`config.mk`:
```
export PLATFORM = sky130hd
export DESIGN_NAME = pc_fetch_unit
export DESIGN_NICKNAME = d
export VERILOG_FILES = /design/src/rtl/pc_fetch_unit.sv
export SDC_FILE = /design/constraint.sdc
export NUM_CORES = 1
export LEC_CHECK = 0
export ABC_AREA = 0
export BUFFER_PORTS_ARGS = -buffer_cell sky130_fd_sc_hd__buf_2
export CAP_MARGIN = 30
export CORE_MARGIN = 1.5
export CORE_UTILIZATION = 54
export DETAILED_ROUTE_END_ITERATION = 10
export HOLD_SLACK_MARGIN = 0.03
export PLACE_DENSITY = 0.79
export SYNTH_ARGS = -nofsm -noshare
export SYNTH_HDL_FRONTEND = slang
export SYNTH_SLANG_ARGS = --single-unit
```
`constraint.sdc`:
```
create_clock -name clock -period 2.6 [get_ports clock]
set_clock_uncertainty 0.15 [all_clocks]
set_input_delay 0.65 -clock clock [delete_from_list [all_inputs] [get_ports clock]]
set_output_delay 0.65 -clock clock [all_outputs]
set_load 0.05 [all_outputs]
```
`src/rtl/pc_fetch_unit.sv`:
```
// Program counter and instruction-fetch front end: drives the imem handshake,
// absorbs stalls with a one-entry skid register, and cancels in-flight fetches on redirect.
//
// state   | meaning
// --------+------------------------------------------------------------
// S_BOOT  | one idle cycle after reset, no request
// S_FETCH | request outstanding at imem_addr = pc
// S_HOLD  | stalled with a valid instruction held, no request
// S_HALT  | misaligned redirect seen; frozen bubble until reset
module pc_fetch_unit #(
  parameter logic [31:0] RESET_PC  = 32'h0000_0000,
  parameter logic [31:0] NOP_INSTR = 32'h0000_0013
) (
  input  logic        clock,
  input  logic        reset,
  input  logic        PCsrc,
  input  logic [31:0] branchTarget,
  input  logic        stall,
  output logic        imem_req,
  output logic [31:0] imem_addr,
  input  logic        imem_ready,
  input  logic [31:0] imem_rdata,
  output logic [31:0] instr_out,
  output logic [31:0] pc_out,
  output logic        instr_valid,
  output logic        nop,
  output logic        misaligned
);

  typedef enum logic [1:0] {
    S_BOOT  = 2'd0,
    S_FETCH = 2'd1,
    S_HOLD  = 2'd2,
    S_HALT  = 2'd3
  } state_t;

  state_t      state_q, state_d;
  logic [31:0] pc_q, pc_d;
  logic [31:0] instr_q, instr_d;
  logic [31:0] pc_out_q, pc_out_d;
  logic        valid_q, valid_d;
  logic        misaligned_q, misaligned_d;
  logic        discard_q, discard_d;
  logic        skid_v_q, skid_v_d;
  logic [31:0] skid_instr_q, skid_instr_d;
  logic [31:0] skid_pc_q, skid_pc_d;

  always_ff @(posedge clock) begin
    if (reset) begin
      state_q      <= S_BOOT;
      pc_q         <= RESET_PC;
      instr_q      <= NOP_INSTR;
      pc_out_q     <= RESET_PC;
      valid_q      <= 1'b0;
      misaligned_q <= 1'b0;
      discard_q    <= 1'b0;
      skid_v_q     <= 1'b0;
      skid_instr_q <= NOP_INSTR;
      skid_pc_q    <= RESET_PC;
    end else begin
      state_q      <= state_d;
      pc_q         <= pc_d;
      instr_q      <= instr_d;
      pc_out_q     <= pc_out_d;
      valid_q      <= valid_d;
      misaligned_q <= misaligned_d;
      discard_q    <= discard_d;
      skid_v_q     <= skid_v_d;
      skid_instr_q <= skid_instr_d;
      skid_pc_q    <= skid_pc_d;
    end
  end

  always_comb begin
    state_d      = state_q;
    pc_d         = pc_q;
    instr_d      = instr_q;
    pc_out_d     = pc_out_q;
    valid_d      = valid_q;
    misaligned_d = misaligned_q;
    discard_d    = discard_q;
    skid_v_d     = skid_v_q;
    skid_instr_d = skid_instr_q;
    skid_pc_d    = skid_pc_q;

    case (state_q)
      S_BOOT: state_d = S_FETCH;

      S_FETCH: begin
        if (imem_ready && discard_q) begin
          // Late response to a cancelled request: swallow it and keep pc.
          discard_d = 1'b0;
          if (!stall) begin
            valid_d = 1'b0;
            instr_d = NOP_INSTR;
          end
        end else if (imem_ready) begin
          // Downstream still owns the current instruction, so park the new one.
          if (stall && valid_q) begin
            skid_v_d     = 1'b1;
            skid_instr_d = imem_rdata;
            skid_pc_d    = pc_q;
          end else begin
            instr_d  = imem_rdata;
            pc_out_d = pc_q;
            valid_d  = 1'b1;
          end
          pc_d = pc_q + 32'd4;
          if (stall) state_d = S_HOLD;
        end else if (!stall) begin
          valid_d = 1'b0;
          instr_d = NOP_INSTR;
        end
      end

      S_HOLD: begin
        if (!stall) begin
          state_d = S_FETCH;
          if (skid_v_q) begin
            instr_d  = skid_instr_q;
            pc_out_d = skid_pc_q;
            valid_d  = 1'b1;
            skid_v_d = 1'b0;
          end else begin
            valid_d = 1'b0;
            instr_d = NOP_INSTR;
          end
        end
      end

      default: ;
    endcase

    if (PCsrc && (state_q != S_HALT)) begin
      instr_d  = NOP_INSTR;
      valid_d  = 1'b0;
      pc_out_d = pc_out_q;
      skid_v_d = 1'b0;
      if (branchTarget[1:0] == 2'b00) begin
        pc_d      = branchTarget;
        state_d   = S_FETCH;
        discard_d = (state_q == S_FETCH) && !imem_ready;
      end else begin
        pc_d         = pc_q;
        misaligned_d = 1'b1;
        discard_d    = 1'b0;
        state_d      = S_HALT;
      end
    end
  end

  assign imem_req    = (state_q == S_FETCH);
  assign imem_addr   = pc_q;
  assign instr_out   = instr_q;
  assign pc_out      = pc_out_q;
  assign instr_valid = valid_q;
  assign nop         = ~valid_q;
  assign misaligned  = misaligned_q;

endmodule

```
==> results.py, run 1 <==
metrics = {
    "run_status": {
        "status": "finished clean",
    },
    "critical_path": {
        "slowest_stage": "or4_4",
        "rr_startpoint": "imem_addr[16]",
        "max_stage_delay_ns": 0.52,
        "path_cells": "and4_1, nand3_4, or4_4, or4_1, o211ai_1",
        "rr_endpoint": "imem_addr[30]",
        "worstSetupStartpointType": "flop",
        "end_kind": "flop",
        "ff2ff_setup_slack_ns": 0.29,
        "startpoint": "imem_addr[16]",
        "r2r.worst_path.cells": 5,
        "cp.required_ns": 2.81,
        "endpoint": "imem_addr[30]",
        "worstPathArrival_ns": 2.52,
        "crit_type": "reg2reg",
        "critPathMaxFanout": 7,
    },
    "finish": {
        "drive_above_1_share": 0.2412,
        "final_nets": 1167,
        "layout_common_cells": "nand2_1 (172), buf_2 (167), dfxtp_1 (166)",
        "layout_commonest_cell": "nand2_1",
        "antenna_cells": 0,
        "area_growth_pct": 23.83,
        "final_util": 0.6935,
    },
    "detailed_routing": {
        "wire_per_inst_um": 16.99,
        "drc": 0,
        "num_vias": 7639,
        "first_pass_iters": 6,
        "via_per_inst": 5.954,
        "antenna_left": 0,
        "routed_wl_um": 21800,
        "drt_iter0_drc": 743,
    },
    "power_and_ir_drop": {
        "power_density_nw_per_um2": 704.4,
        "total_leakage_power_nw": 3.651,
        "vdd_drop_max_uv": 556.7,
    },
    "global_route": {
        "grt_pass1_vias": 7000,
        "grtUsageTotal": 0.2993,
        "grt_overflow": 0,
        "grt_pass1_wl_um": 34840,
        "grt_max_degree": 65,
        "antenna_found_initial": 1,
    },
    "yosys": {
        "synth_flop_cell": "dfxtp_1",
        "synthTopCellsByArea": "dfxtp_1 (44%), nand2_1 (8.6%), a21oi_1 (6.8%)",
        "yosys.area.top_type": "dfxtp_1",
        "syn_inst": 939,
        "synth_edf_count": 0,
        "yosysUniqueCellTypes": 59,
        "synth.ff_latch_count": 166,
        "ys_seq_area_frac": 0.4410,
        "synth_fp_nets": 1012,
        "synth_area_um2": 7535,
        "synth_top_area_frac": 0.4410,
        "yosysWarnings": 0,
        "synth_area_per_cell_um2": 8.024,
        "async_flop_share": 0,
    },
    "timing": {
        "tightest_slew_ns": 0.6422,
        "fin_ws_ns": 0.2857,
        "timing.fmax_mhz": 432.1,
        "hold_viol": 0,
        "drv_slew": 0,
        "rsz0062_at_grt": "false",
        "min_period_ns": 2.314,
        "relSlewSlack": 0.5703,
        "hold_ws_ns": 0.2884,
        "final-setup-viol-count": 0,
        "final.setup.tns_ns": 0,
        "fin_crit_sh": 0.8901,
    },
    "clock_tree": {
        "post_cts_buffers": 0,
        "cts_tree": "built",
        "cts_sinks": 166,
        "cts_hold_repair.buffers": 0,
        "htree_levels": 4,
        "clk_path_buf_depth": 2,
        "cts_inserted_buffers": 17,
        "post_cts_resized": 0,
        "clk_pin_slew_worst_paths_ns": 0.07,
        "insertion_delay_ns": 0.43,
        "root_buffer": "clkbuf_16",
    },
    "placed_design": {
        "dpl_worst_slack_ns": 0.2445,
        "gp_congestion": 0.9195,
        "dp_hpwl_um": 14440,
        "portBuffers": 168,
    },
    "floorplanning": {
        "die_area_um2": 14670,
        "start_util": 0.5601,
        "rows": 42,
        "ios": 169,
        "die_w_um": 121.1,
        "core_area_um2": 13450,
        "die_h_um": 121.1,
    },
    "run": {
        "maxCapViolations": 0,
    },
    "worst_hold_path": {
        "hold_path_depth": 2,
        "min-delay-path-class": "in2reg",
    },
}
through the flow:
step	instances	cell area (um2)	power (mW)
floorplan	939	7535	3.693
CTS	1283	9330	6.588
detailed placement	1251	8741	4.071
global route	1283	9330	6.816
finish	1283	9330	6.572
global placement	1251	8741	4.050
kinds of logic (layout without fill, tap and decap cells):
| logic type | Yosys count | count (layout) | synth area share |
|---|---|---|---|
| flops | 166 | 166 | 0.4410 |
| buf+inv | 100 | 268 | 0.05430 |
| simple gates | 364 | 364 | 0.2147 |
| fa+ha+maj | 4 | 4 | 0.006643 |
| compound gates | 268 | 268 | 0.2341 |
| mux | 37 | 37 | 0.04915 |
layer usage:
metal | vias to the layer above | part of all wire | GRT usage
met5 | - | 0.00060 | 0
met1 | 3565 | 0.43 | 0.3970
met2 | 355 | 0.46 | 0.4709
met4 | 2 | 0.022 | 0.1051
met3 | 49 | 0.089 | 0.08036
li1 | 3668 | - | -
power by group:
| group | total (mW) | leakage [nW] | internal [mW] | switching, mW |
|---|---|---|---|---|
| combinational | 1.28 | 2.03 | 0.377 | 0.901 |
| clock | 2.54 | 0.275 | 1.37 | 1.18 |
| sequential | 2.75 | 1.35 | 2.66 | 0.0925 |
state kept, by name, indices dropped and copies added, names as in the netlist:
| signal | flops |
|---|---|
| discard_q | 1 |
| imem_addr | 32 |
| instr_out | 32 |
| instr_valid | 1 |
| misaligned | 1 |
| pc_out | 32 |
| skid_instr_q | 32 |
| skid_pc_q | 32 |
| skid_v_q | 1 |
| state_q | 2 |
area by class of cell:
type	count	area (um2)
Timing Repair Buffer	222	1324
Tap cell	176	220.2
Multi-Input combinational cell	673	3821
Clock inverter	15	163.9
Clock buffer	17	425.4
Inverter	14	52.55
Sequential cell	166	3323
Fill cell	1109	4123
cells in the mapped netlist, types with 4 or more instances:
cell	n
a211oi_1	44
and3_1	9
buf_2	11
nand2_1	172
a311oi_1	4
ha_1	4
nor2_1	90
mux2i_1	37
a31oi_1	7
a22oi_1	25
buf_1	5
a21oi_1	103
nor3_1	10
o22ai_1	6
o211ai_1	7
clkbuf_1	65
nand3_1	35
a22o_1	22
nand4_1	11
nor4_1	7
dfxtp_1	166
inv_1	14
o21ai_0	21
and4_1	5
worst min path at each step:
stage / startpoint / endpoint / slack [ns]
6_report: imem_ready / discard_q / 0.29
5_1_grt: imem_ready / discard_q / 0.30
4_1_cts: imem_ready / discard_q / 0.27
3_5_place_dp: misaligned / misaligned / 0.30
3_3_place_gp: misaligned / misaligned / 0.28
2_1_floorplan: skid_pc_q[0] / skid_pc_q[0] / 0.29
critical path: cells and delay by family, from the launching register on:
family | cells | cell delay [ns]
compound gates | 1 | 0.09
flops | 1 | 0.49
simple gates | 4 | 1.51
Note: power is estimated with default switching activity, not from simulation.
==> inputs of run 2 (changes only) <==
Clock period 2.6 ns to 2.3 ns, I/O delays scaled along.
==> run 2 against run 1 <==
Die area is the same. Hold slack got worse by 0.057 ns. Flip-flop and latch count stayed put. Sequential power rose by 13%. Combinational power grew 16%. Largest cell class unchanged. First-iteration DRC count shrank 2.8%.
==> results.py, run 2 (synthesized netlist as in run 1, its figures left out) <==
metrics = {
    "run_status": {
        "status": "finished clean",
    },
    "power_and_ir_drop": {
        "vdd_drop_max_uv": 688.7,
        "comb_power_share": 0.192,
        "total_leakage_power_nw": 3.768,
        "switchingPower_mw": 2.292,
        "switching_share": 0.2947,
        "clkPwrFrac": 0.409,
        "power_density_nw_per_um2": 814.1,
        "p_total_mw": 7.776,
        "power.internal_mw": 5.485,
        "power_frac_seq": 0.399,
    },
    "detailed_routing": {
        "first_pass_iters": 5,
        "num_vias": 7664,
        "antenna_left": 0,
        "wire_per_inst_um": 16.76,
        "drt_iter0_drc": 722,
        "drc": 0,
        "via_per_inst": 5.932,
        "routed_wl_um": 21660,
    },
    "global_route": {
        "grtUsageTotal": 0.2940,
        "grt_pass1_vias": 6907,
        "grt_max_degree": 96,
        "grt_pass1_wl_um": 34490,
        "grt_overflow": 0,
        "antenna_found_initial": 0,
    },
    "finish": {
        "drive_above_1_share": 0.2625,
        "antenna_cells": 0,
        "fin_area_um2": 9552,
        "layout_commonest_cell": "nand2_1",
        "area_growth_pct": 26.77,
        "stdcell_count": 1292,
        "nFillCells": 1126,
        "regArea_um2": 3343,
        "final_nets": 1176,
        "multi_input_area_um2": 3855,
        "layout_common_cells": "nand2_1 (172), buf_2 (168), dfxtp_1 (150)",
    },
    "critical_path": {
        "cp.required_ns": 2.50,
        "critPathMaxFanout": 9,
        "crit_type": "reg2reg",
        "worstSetupStartpointType": "flop",
        "worstPathArrival_ns": 2.38,
        "ff2ff_setup_slack_ns": 0.12,
        "end_kind": "flop",
    },
    "timing": {
        "final.setup.tns_ns": 0,
        "hold_ws_ns": 0.2312,
        "drv_slew": 0,
        "timing.fmax_mhz": 458.7,
        "min_period_ns": 2.180,
        "final-setup-viol-count": 0,
        "fin_crit_sh": 0.9478,
        "rsz0062_at_grt": "false",
        "relSlewSlack": 0.5357,
        "hold_viol": 0,
        "tightest_slew_ns": 0.6964,
    },
    "floorplanning": {
        "die_h_um": 121.1,
        "die_w_um": 121.1,
        "start_util": 0.5601,
        "core_area_um2": 13450,
        "die_area_um2": 14670,
        "rows": 42,
        "ios": 169,
    },
    "placed_design": {
        "place_area_um2": 8830,
        "dp.cells": 1257,
        "dp_hpwl_um": 13990,
        "portBuffers": 168,
        "gp_congestion": 0.8812,
    },
    "run": {
        "maxCapViolations": 0,
    },
    "clock_tree": {
        "cts_sinks": 166,
        "htree_levels": 4,
        "clk_pin_slew_worst_paths_ns": 0.06,
        "cts_hold_repair.buffers": 0,
        "root_buffer": "clkbuf_16",
        "cts_tree": "built",
        "clk_path_buf_depth": 2,
        "insertion_delay_ns": 0.43,
        "cts_inserted_buffers": 17,
    },
    "worst_hold_path": {
        "min-delay-path-class": "in2reg",
    },
}
-- run 2: worst paths after layout --
kind / startpoint / endpoint / cells after the start
setup / recovery: imem_addr[14] / imem_addr[30] / 5
hold / removal: imem_ready / discard_q / 2
setup reg to reg: imem_addr[14] / imem_addr[30] / 5
hold reg to reg: misaligned / misaligned / 2
-- run 2: power by group through the flow --
stage | clock network (mW) | logic (mW) | registers (mW)
floorplan | 0 | 0.588 | 3.59
global route | 3.35 | 1.59 | 3.12
CTS | 3.21 | 1.46 | 3.10
finish | 3.18 | 1.49 | 3.10
detailed placement | 0 | 1.45 | 3.16
global placement | 0 | 1.43 | 3.16
-- run 2: timing repair --
item                       in CTS  in global routing
setup endpoints to repair       0                 37
buffers inserted                0                  1
resized for setup               0                  8
-- run 2: per-layer routing --
| metal | share of wire | global-route usage |
|---|---|---|
| met2 | 0.47 | 0.4567 |
| met3 | 0.078 | 0.07566 |
| met4 | 0.022 | 0.1007 |
| met1 | 0.43 | 0.3976 |
| met5 | 0 | 0 |
-- run 2: area by class of cell --
class	count	share of cell area
Multi-Input combinational cell	673	0.4036
Sequential cell	166	0.3500
Timing Repair Buffer	231	0.1480
Clock buffer	21	0.04925
Tap cell	176	0.02305
Clock inverter	11	0.02057
Inverter	14	0.005502
-- run 2: worst max-delay path: stages, from the launching register on --
cell and delay (ns):
dfxtp_2 0.42, and4_1 0.33, nand3_4 0.11, or4_4 0.52
or4_1 0.48, o211ai_1 0.10
-- run 2: per-stage QoR --
stage	utilization	setup slack, ns
CTS	0.7059	0.01913
detailed placement	0.6563	0.002199
floorplan	-	-0.07050
finish	0.7100	0.1201
global route	0.7100	0.02549
global placement	0.6563	0.02878
